## src/rtl/cnn_window_gen.sv

```systemverilog
// Streaming 3x3 valid-mode window generator: two line buffers plus a 3x3 shift array.
// Optional CNN_WIN_STRIDE2_EN: emit only windows whose top-left row and column are both even.
module cnn_window_gen #(
  parameter int DATA_WIDTH = 8,
  parameter int IMG_WIDTH  = 28,
  parameter int IMG_HEIGHT = 28
) (
  input  logic                          clk_i,
  input  logic                          rst_ni,
  input  logic                          clear_i,
  input  logic [DATA_WIDTH-1:0]         pix_i,
  input  logic                          pix_valid_i,
  output logic                          pix_ready_o,
  output logic [9*DATA_WIDTH-1:0]       win_o,
  output logic                          win_valid_o,
  input  logic                          win_ready_i,
  output logic [$clog2(IMG_HEIGHT)-1:0] win_row_o,
  output logic [$clog2(IMG_WIDTH)-1:0]  win_col_o,
  output logic                          frame_done_o
);

  localparam int DW = DATA_WIDTH;
  localparam int RW = $clog2(IMG_HEIGHT);
  localparam int CW = $clog2(IMG_WIDTH);

  logic [CW-1:0] col_q;
  logic [RW-1:0] row_q;

  logic [DW-1:0] lb0_q [IMG_WIDTH];
  logic [DW-1:0] lb1_q [IMG_WIDTH];
  logic [DW-1:0] sa_q  [3][3];

  logic [DW-1:0]   col_n [3];
  logic [9*DW-1:0] win_n;
  logic            accept;
  logic            emit;
  logic            last_col;
  logic            last_row;

  assign pix_ready_o = !clear_i
                     && (!win_valid_o || win_ready_i);
  assign accept   = pix_valid_i && pix_ready_o;
  assign last_col = (col_q == CW'(IMG_WIDTH - 1));
  assign last_row = (row_q == RW'(IMG_HEIGHT - 1));

`ifdef CNN_WIN_STRIDE2_EN
  assign emit = (row_q >= RW'(2)) && (col_q >= CW'(2))
              && !row_q[0] && !col_q[0];
`else
  assign emit = (row_q >= RW'(2)) && (col_q >= CW'(2));
`endif

  // incoming column, top to bottom: row r-2, row r-1, row r
  always_comb begin
    col_n[0] = lb1_q[col_q];
    col_n[1] = lb0_q[col_q];
    col_n[2] = pix_i;
  end

  always_comb begin
    win_n = '0;
    for (int dy = 0; dy < 3; dy++) begin
      for (int dx = 0; dx < 3; dx++) begin
        if (dx < 2)
          win_n[(3*dy+dx)*DW +: DW] = sa_q[dy][dx+1];
        else
          win_n[(3*dy+dx)*DW +: DW] = col_n[dy];
      end
    end
  end

  always_ff @(posedge clk_i or negedge rst_ni) begin
    if (!rst_ni) begin
      col_q <= '0;
      row_q <= '0;
    end else if (clear_i) begin
      col_q <= '0;
      row_q <= '0;
    end else if (accept) begin
      if (last_col) begin
        col_q <= '0;
        row_q <= last_row ? '0 : row_q + RW'(1);
      end else begin
        col_q <= col_q + CW'(1);
      end
    end
  end

  always_ff @(posedge clk_i or negedge rst_ni) begin
    if (!rst_ni) begin
      for (int i = 0; i < IMG_WIDTH; i++) begin
        lb0_q[i] <= '0;
        lb1_q[i] <= '0;
      end
    end else if (accept) begin
      lb1_q[col_q] <= lb0_q[col_q];
      lb0_q[col_q] <= pix_i;
    end
  end

  always_ff @(posedge clk_i or negedge rst_ni) begin
    if (!rst_ni) begin
      for (int dy = 0; dy < 3; dy++)
        for (int dx = 0; dx < 3; dx++)
          sa_q[dy][dx] <= '0;
    end else if (accept) begin
      for (int dy = 0; dy < 3; dy++) begin
        sa_q[dy][0] <= sa_q[dy][1];
        sa_q[dy][1] <= sa_q[dy][2];
        sa_q[dy][2] <= col_n[dy];
      end
    end
  end

  always_ff @(posedge clk_i or negedge rst_ni) begin
    if (!rst_ni) begin
      win_o        <= '0;
      win_valid_o  <= 1'b0;
      win_row_o    <= '0;
      win_col_o    <= '0;
      frame_done_o <= 1'b0;
    end else if (clear_i) begin
      win_valid_o  <= 1'b0;
      frame_done_o <= 1'b0;
    end else begin
      frame_done_o <= accept && last_col && last_row;
      if (accept) begin
        win_valid_o <= emit;
        if (emit) begin
          win_o     <= win_n;
          win_row_o <= row_q - RW'(2);
          win_col_o <= col_q - CW'(2);
        end
      end else if (win_ready_i) begin
        win_valid_o <= 1'b0;
      end
    end
  end

endmodule

```

## config.mk

```make
export PLATFORM = sky130hd
export DESIGN_NAME = cnn_window_gen
export DESIGN_NICKNAME = d
export VERILOG_FILES = /design/src/rtl/cnn_window_gen.sv
export SDC_FILE = /design/constraint.sdc
export NUM_CORES = 1
export LEC_CHECK = 0
export BUFFER_PORTS_ARGS = -buffer_cell sky130_fd_sc_hd__buf_2
export CAP_MARGIN = 5
export CORE_ASPECT_RATIO = 2
export CORE_MARGIN = 2
export CORE_UTILIZATION = 30
export CTS_BUF_LIST = sky130_fd_sc_hd__clkbuf_4 sky130_fd_sc_hd__clkbuf_8 sky130_fd_sc_hd__clkbuf_16
export CTS_CLUSTER_DIAMETER = 50
export DETAILED_ROUTE_END_ITERATION = 12
export GPL_ROUTABILITY_DRIVEN = 0
export GPL_TIMING_DRIVEN = 0
export PLACE_DENSITY_LB_ADDON = 0.08
export SYNTH_ARGS = -nofsm -noshare
export SYNTH_HDL_FRONTEND = slang
export SYNTH_SLANG_ARGS = --single-unit
```

## constraint.sdc

```tcl
create_clock -name clk_i -period 5.6 [get_ports clk_i]
set_clock_uncertainty 0.05 [all_clocks]
set_input_delay 1.4 -clock clk_i [delete_from_list [all_inputs] [get_ports clk_i]]
set_output_delay 1.4 -clock clk_i [all_outputs]
set_load 0.03 [all_outputs]
```

After elaboration in Yosys (flattened, before gate mapping)

Index checks and enable logic that the tools add are counted.

Bits in latches: 0
Input port bits: 13
Memory bits (writable): 0
Register bits: 590
Memories kept: 0
Output and inout port bits: 85
Bits in read-only memories: 0
Word-level logic and storage cells: 116

$lt $le $gt $ge: 4
Mux-type cells: 21
Bitwise logic cells: 2
$mul: 0
Equal/unequal tests: 2
Shifts and indexed selects: 0
Divide/modulo/power cells: 0
Add/sub/neg operators: 4
Reductions and logical operators: 14

Operator list:

| cell                | number |
|---|---|
| $bwmux 224          | 2 |
| $bmux 8 s5          | 2 |
| $demux 8 s5         | 1 |
| $mux 8              | 5 |
| $mux 5              | 7 |
| $add 5x1->5 const B | 2 |
| $eq 5x5->1 const B  | 2 |
| $ge 5x2->1 const B  | 2 |
| $sub 5x2->5 const B | 2 |
| $ge 6x6->1 const B  | 1 |
| $logic_and 1x1->1   | 6 |
| $lt 6x1->1 const B  | 1 |
| $not 5->6           | 1 |
| $mux 1              | 4 |
| $reduce_bool 2->1   | 2 |
| $reduce_and 3->1    | 1 |
| $reduce_bool 3->1   | 1 |
| $logic_not 1->1     | 2 |
| $reduce_and 2->1    | 1 |
| $logic_or 1x1->1    | 1 |
| $not 1->1           | 1 |

Depth between registers and ports, before layout

Gate-level depths: netlist of the first run.

Depth in word-level cells: 7
Depth in mapped cells: 13
Gate-level depth less buffers: 7

Least setup slack after synthesis of the first run

Ideal clock, no wire load.

Path kind: input-to-output
Start point: in win_ready_i
End point: out pix_ready_o
Data required time: 4.150 ns
Cell stages on the path: 3
Arrival: 1.913 ns
Setup slack: 2.237 ns
Path buffers: 1
Cell sequence: nand2b_1 -> buf_2 -> and2_1

Cells in the longest elaborated chain, start to end: 2

RTL lines:

| what               | RTL line | RTL |
|---|---|---|
| start: declaration | 16       | `input logic win_ready_i,` |
| $logic_or 1x1->1   | 41       | `&& (!win_valid_o \|\| win_ready_i);` |
| $logic_and 1x1->1  | 41       |  |
| end: declaration   | 13       | `output logic pix_ready_o,` |

No other way between the ends.

Worst setup path after layout of the first run

Start point: reg col_q[0]
End point: reg lb0_q[126] in the netlist's numbering

Cells in the longest elaborated chain, start to end: 6

RTL lines:

| what                                                                  | RTL line | RTL |
|---|---|---|
| start: declaration                                                    | 26       | `logic [CW-1:0] col_q;` |
| start signal: assignment                                              | 84       | `col_q <= col_q + CW'(1);` |
| $not 5->6 (not written as such) *                                     | 97       | `lb0_q[col_q] <= pix_i;` |
| $ge 6x6->1 (not written as such) / $lt 6x1->1 (equally long branches) | 97       |  |
| $logic_and 1x1->1 (not written as such)                               | 97       |  |
| $mux 8 (not written as such)                                          | 97       |  |
| $demux 8 s5 *                                                         | 97       |  |
| $bwmux 224 *                                                          | 97       |  |
| end signal: indexed assignment                                        | 97       |  |
| end: declaration                                                      | 29       | `logic [DW-1:0] lb0_q [IMG_WIDTH];` |

Every way passes the cells marked *; elsewhere a longest branch is shown, timed or not.
A chain may end at the register's enable or synchronous reset.

==> results.cfg, run 1 <==
[yosys]
synth_top_area_share_pct = 56.8
synth_cells = 2329
yosysWarnings = 0
synth_ff_type = dfrtp_1
synth_area_leaders = dfrtp_1, mux2_2, mux2i_1
synth_cell_types = 55
synth_edf_count = 0
synth.avg_cell_area_um2 = 11.2
netlist_area_um2 = 26000
synthArstFlopShare_pct = 100
synth_nets = 2352
ys_ff_latch = 590
yosys.area.top_type = dfrtp_1
yosysSeqAreaShare_pct = 56.8

[timing]
final.setup.tns_ns = 0
rsz0062_at_grt = no
finalHoldViolations = 0
finalCriticalPeriod_ns = 4.89
period_share_pct = 87.3
setup_viol = 0
maxSlewViolCount = 0
worst_hold_slack_ns = 0.418
fin_ws_ns = 0.710
tightest_slew_ns = 1.30
fmax_ghz = 0.204
relSlewSlack_pct = 13.3

[place]
dpl.cell_count = 3578
dp_hpwl_mm = 74.7
port_buffers = 89
pre_cts_ws_ns = 0.819

[cts]
h-tree-depth = 2
post_cts_buffers = 0
hold_buffers = 0
root_buffer = clkbuf_16
path_clk_slew_ns = 0.07
ctsResizeCount = 0
clk_path_buf_depth = 3
clock-sinks = 590
cts_tree = built
cts_buffers = 56
worstSkewPairLatency_ns = 0.63

[cells_and_area]
final_cell_count_no_fill = 3680
drive_gt1_share_pct = 23.0
final_common_cell = dfrtp_1
syn_to_final_growth_pct = 15.1
final_cell_mix = dfrtp_1, nand2_1, nor2_1
final_nets = 2504
fillers = 8662
n_antenna_cell = 0

[die]
die_y_um = 420
initial_core_util_pct = 30.3
dieArea_um2 = 89200
dieWidth_um = 212
io_pins = 98
fp-row-count = 152
core_um2 = 85800

[critical_path]
timing.rr.end = lb0_q[126]
worstPathArrival_ns = 5.34
path_max_fanout = 10
reg2reg_depth = 9
startpoint_type = flop
required_ns = 6.05
rrSetupSlack_ns = 0.71
reg2reg_from = col_q[0]
cp-endpoint = lb0_q[126]
crit_start = col_q[0]
path_class = reg -> reg
critical_path.endpoint_type = flop

[grt]
grt_max_degree = 119
antenna_found_initial = 0
grt_pass1_vias = 19500
grt_util_all_layers_pct = 22.9
gr-total-overflow = 0
grt_pass1_wl_mm = 144

[hold_path]
hp-class = reg -> reg
worstHoldPathCells = 2

[routing]
drc = 0
drt_wl_total_mm = 100
vias = 18500
drtIter0Drc = 1414
dr.pass1.iters = 6
wl_per_cell_um = 27.2
vias_per_cell = 5.04
detail-route-antenna-nets = 0

[power_and_ir_drop]
power.density_nw_per_um2 = 324
leakage_uw = 0.0140
p_total_uw = 9690
ir_drop_mv = 0.198

[flow_run]
maxCapViolCount = 0

[run_status]
outcome = finished, final reports clean
==> synthesized netlist by cell type, types with 16 or more instances <==
library cell / n
nand2_1: 385
clkbuf_1: 90
o21ai_0: 16
a22oi_1: 32
buf_6: 16
nand3_1: 23
dfrtp_1: 590
o22ai_1: 30
mux4_2: 31
mux2_2: 221
buf_4: 16
nor2_1: 250
a21oi_1: 199
buf_2: 68
mux2i_1: 157
a31oi_1: 36
==> critical path, cell delays in order (launching register included) <==
cell	delay [ns]
dfrtp_1	0.52
buf_6	0.21
buf_4	0.23
buf_2	0.31
inv_1	0.50
ha_1	0.28
nand4_1	0.47
nor2_1	1.09
buf_2	0.65
mux2_2	0.40
==> logic make-up after synthesis <==
group / count (synthesis) / share of synthesized area (%)
and+or+nand+nor: 750 / 12.2
DFF: 590 / 56.8
muxes: 409 / 18.3
AOI/OAI and AO/OA: 361 / 8.11
buffers and inverters: 204 / 3.97
adders and majority gates: 10 / 0.481
xor gates and xnor gates: 5 / 0.168
==> layout make-up <==
type	count	area (um^2)	area share, %
sequential	590	14800	49.3
buffer	196	1000	3.35
tap	1155	1450	4.83
clock buffer	86	1730	5.76
clock inverter	16	163	0.543
inverter	8	30.0	0.100
timing repair buffer	94	593	1.98
multi-input combinational	1535	10200	34.1
==> where the power goes <==
part / internal (uW) / switching, uW / total, uW
logic: 317 / 727 / 1040
registers: 4500 / 151 / 4650
clock network: 2250 / 1740 / 3990
total: 7070 / 2610 / 9690
==> worst min-delay path by stage <==
stage	from	endpoint
global placement	lb0_q[169]	lb0_q[169]
finish	win_o[32]	win_o[32]
detailed placement	lb0_q[223]	lb0_q[223]
global route	win_o[31]	win_o[31]
floorplan	lb0_q[216]	lb0_q[216]
CTS	sa_q[59]	win_o[3]
==> state kept, by name, indices dropped and copies added, names as in the netlist <==
register,count
sa_q,48
lb1_q,224
frame_done_o,1
row_q,5
win_valid_o,1
col_q,5
lb0_q,224
win_col_o,5
win_row_o,5
win_o,72
==> stage by stage <==
step	area [um^2]	util [%]
finish	29900	34.9
global route	29900	34.9
CTS	29900	34.9
detailed placement	28000	32.7
global placement	27900	32.5
floorplan	26000	-
==> metal layers <==
layer	GRT usage, %	part of all wire [%]
met5	0	0
met4	13.4	6.7
met3	2.20	3.4
met2	43.5	54
met1	24.1	36
No activity file was read; power rests on OpenSTA's default activity.
==> run 2, diff against run 1 <==
--- a/config.mk
+++ b/config.mk
@@ -5,7 +5,7 @@
 export SDC_FILE = /design/constraint.sdc
 export NUM_CORES = 1
 export LEC_CHECK = 0
-export BUFFER_PORTS_ARGS = -buffer_cell sky130_fd_sc_hd__buf_2
+export BUFFER_PORTS_ARGS = -buffer_cell sky130_fd_sc_hd__buf_4
 export CAP_MARGIN = 5
 export CORE_ASPECT_RATIO = 2
 export CORE_MARGIN = 2
@@ -16,6 +16,7 @@
 export GPL_ROUTABILITY_DRIVEN = 0
 export GPL_TIMING_DRIVEN = 0
 export PLACE_DENSITY_LB_ADDON = 0.08
+export SKIP_CTS_REPAIR_TIMING = 1
 export SYNTH_ARGS = -nofsm -noshare
 export SYNTH_HDL_FRONTEND = slang
 export SYNTH_SLANG_ARGS = --single-unit
==> run 2 against run 1 <==
Against the previous run:
- power increased by 2.0%
- sequential power about the same
- non-clock buffer count unchanged
- largest cell class unchanged
==> results.cfg, run 2 (same netlist as run 1, synthesis figures left out) <==
[critical_path]
startpoint_type = flop
path_cells = buf_6 -> buf_6 -> buf_6 -> buf_4 -> buf_2 -> inv_1 -> ha_1 -> nand4_1 -> nor2_1 -> buf_2 -> mux2_2
crit_buf_inv = 7
critical_path.endpoint_type = flop
critPathMaxStageDelay_ns = 1.14
path_class = reg -> reg
reg2reg_from = col_q[1]
rrSetupSlack_ns = 0.82
path_max_fanout = 10
required_ns = 6.07
timing.rr.end = lb0_q[115]
worstPathArrival_ns = 5.26
slowest_stage = nor2_1
crit_family = buffers and inverters
reg2reg_depth = 11
crit_top_cell = buf_6

[grt]
antenna_found_initial = 2
grt_pass1_vias = 19300
grt_util_all_layers_pct = 22.6
gr-total-overflow = 0
grt_max_degree = 119
grt_pass1_wl_mm = 143

[cells_and_area]
syn_to_final_growth_pct = 16.3
final_cell_mix = dfrtp_1, nand2_1, nor2_1
reg_top3 = lb0_q: 224 flops, lb1_q: 224 flops, win_o: 72 flops
final_nets = 2504
final_common_cell = dfrtp_1
n_antenna_cell = 0
fillers = 8583
final_cell_count_no_fill = 3679
drive_gt1_share_pct = 23.0
final_cell_area_um2 = 30200

[cts]
root_buffer = clkbuf_16
cts_buffers = 56
worstSkewPairLatency_ns = 0.65
h-tree-depth = 2
path_clk_slew_ns = 0.07
clock-sinks = 590
cts_tree = built
clk_path_buf_depth = 3

[place]
dpl.cell_count = 3578
dpl_cell_area_um2 = 28300
pre_cts_ws_ns = 0.857
dp_hpwl_mm = 74.6
port_buffers = 89

[flow_run]
maxCapViolCount = 0

[timing]
rsz0062_at_grt = no
maxSlewViolCount = 0
tightest_slew_ns = 1.44
finalCriticalPeriod_ns = 4.78
fmax_ghz = 0.209
relSlewSlack_pct = 3.51
fin_ws_ns = 0.818
period_share_pct = 85.4
finalHoldViolations = 0
setup_viol = 0

[routing]
vias_per_cell = 5.07
drc = 0
drt_wl_total_mm = 99.6
drtIter0Drc = 1476
wl_per_cell_um = 27.1
detail-route-antenna-nets = 0
vias = 18700
dr.pass1.iters = 5

[power_and_ir_drop]
power.switching_uw = 2650
p_clk_share_pct = 42.3
power.density_nw_per_um2 = 327
seq_power_share_pct = 47.1
leakage_uw = 0.0141
p_total_uw = 9880
p_sw_share_pct = 26.8
pwr-share-comb_pct = 10.6
ir_drop_mv = 0.212
p_int_uw = 7230

[die]
initial_core_util_pct = 30.3
core_um2 = 85800
fp-row-count = 152
die_y_um = 420
io_pins = 98
dieArea_um2 = 89200
dieWidth_um = 212

[hold_path]
hold_start = sa_q[58]
min_to = win_o[2]
hp-class = reg -> reg
worstHoldPathCells = 2

[run_status]
outcome = finished, final reports clean
## run 2: cell count changes in the layout (fill, tap and decap cells not counted), sizes merged
cell,change
clkinv,-3
inv,+2
clkbuf,-1
bufinv,+3
clkinvlp,-2
## run 2: power groups by stage
stage          logic (uW)  registers (uW)  clock network [uW]
6_report             1050            4650                4180
5_1_grt              1130            4680                4440
4_1_cts              1060            4650                4290
3_5_place_dp         1060            4730                   0
3_3_place_gp         1020            4720                   0
2_1_floorplan         574            4690                   0
## run 2: cell type report
type                       count  area, um^2  area share [%]
clock inverter                16         244           0.807
inverter                       8        30.0          0.0993
tap                         1155        1450            4.78
multi-input combinational   1535       10200            33.8
buffer                       196        1000            3.31
timing repair buffer          94         813            2.69
sequential                   590       14800            48.8
clock buffer                  85        1740            5.74
## run 2: stage by stage
step           utilization [%]  hold WS [ns]   TNS, ns
5_1_grt                   35.3         0.446         0
6_report                  35.3         0.421         0
3_3_place_gp              32.8         0.404  -2021.33
3_5_place_dp              33.0         0.408         0
4_1_cts                   35.3         0.420         0
2_1_floorplan                -         0.388         0
## run 2: tightest hold or removal path: stages (launching register included)
cell	delay [ns]
dfrtp_1	0.35
nand2_1	0.05
nand2_1	0.05
## run 2: how the worst max path moves through the flow
stage,from,endpoint,slack (ns),depth (start not counted)
3_3_place_gp,rst_ni,lb1_q[67],-3.59,1
6_report,col_q[1],lb0_q[115],0.82,11
3_5_place_dp,col_q[0],lb0_q[123],0.86,9
4_1_cts,col_q[0],lb0_q[123],0.83,9
5_1_grt,col_q[1],lb0_q[115],0.72,11
2_1_floorplan,win_ready_i,pix_ready_o,2.24,3
## run 2: metal layers
| metal | up-vias | global-route usage (%) | part of all wire, % |
|---|---|---|---|
| li1 | 8341 | - | - |
| met5 | - | 0 | 0.013 |
| met4 | 2 | 13.8 | 7.0 |
| met1 | 9572 | 23.5 | 35 |
| met2 | 541 | 42.9 | 54 |
| met3 | 199 | 2.64 | 3.7 |
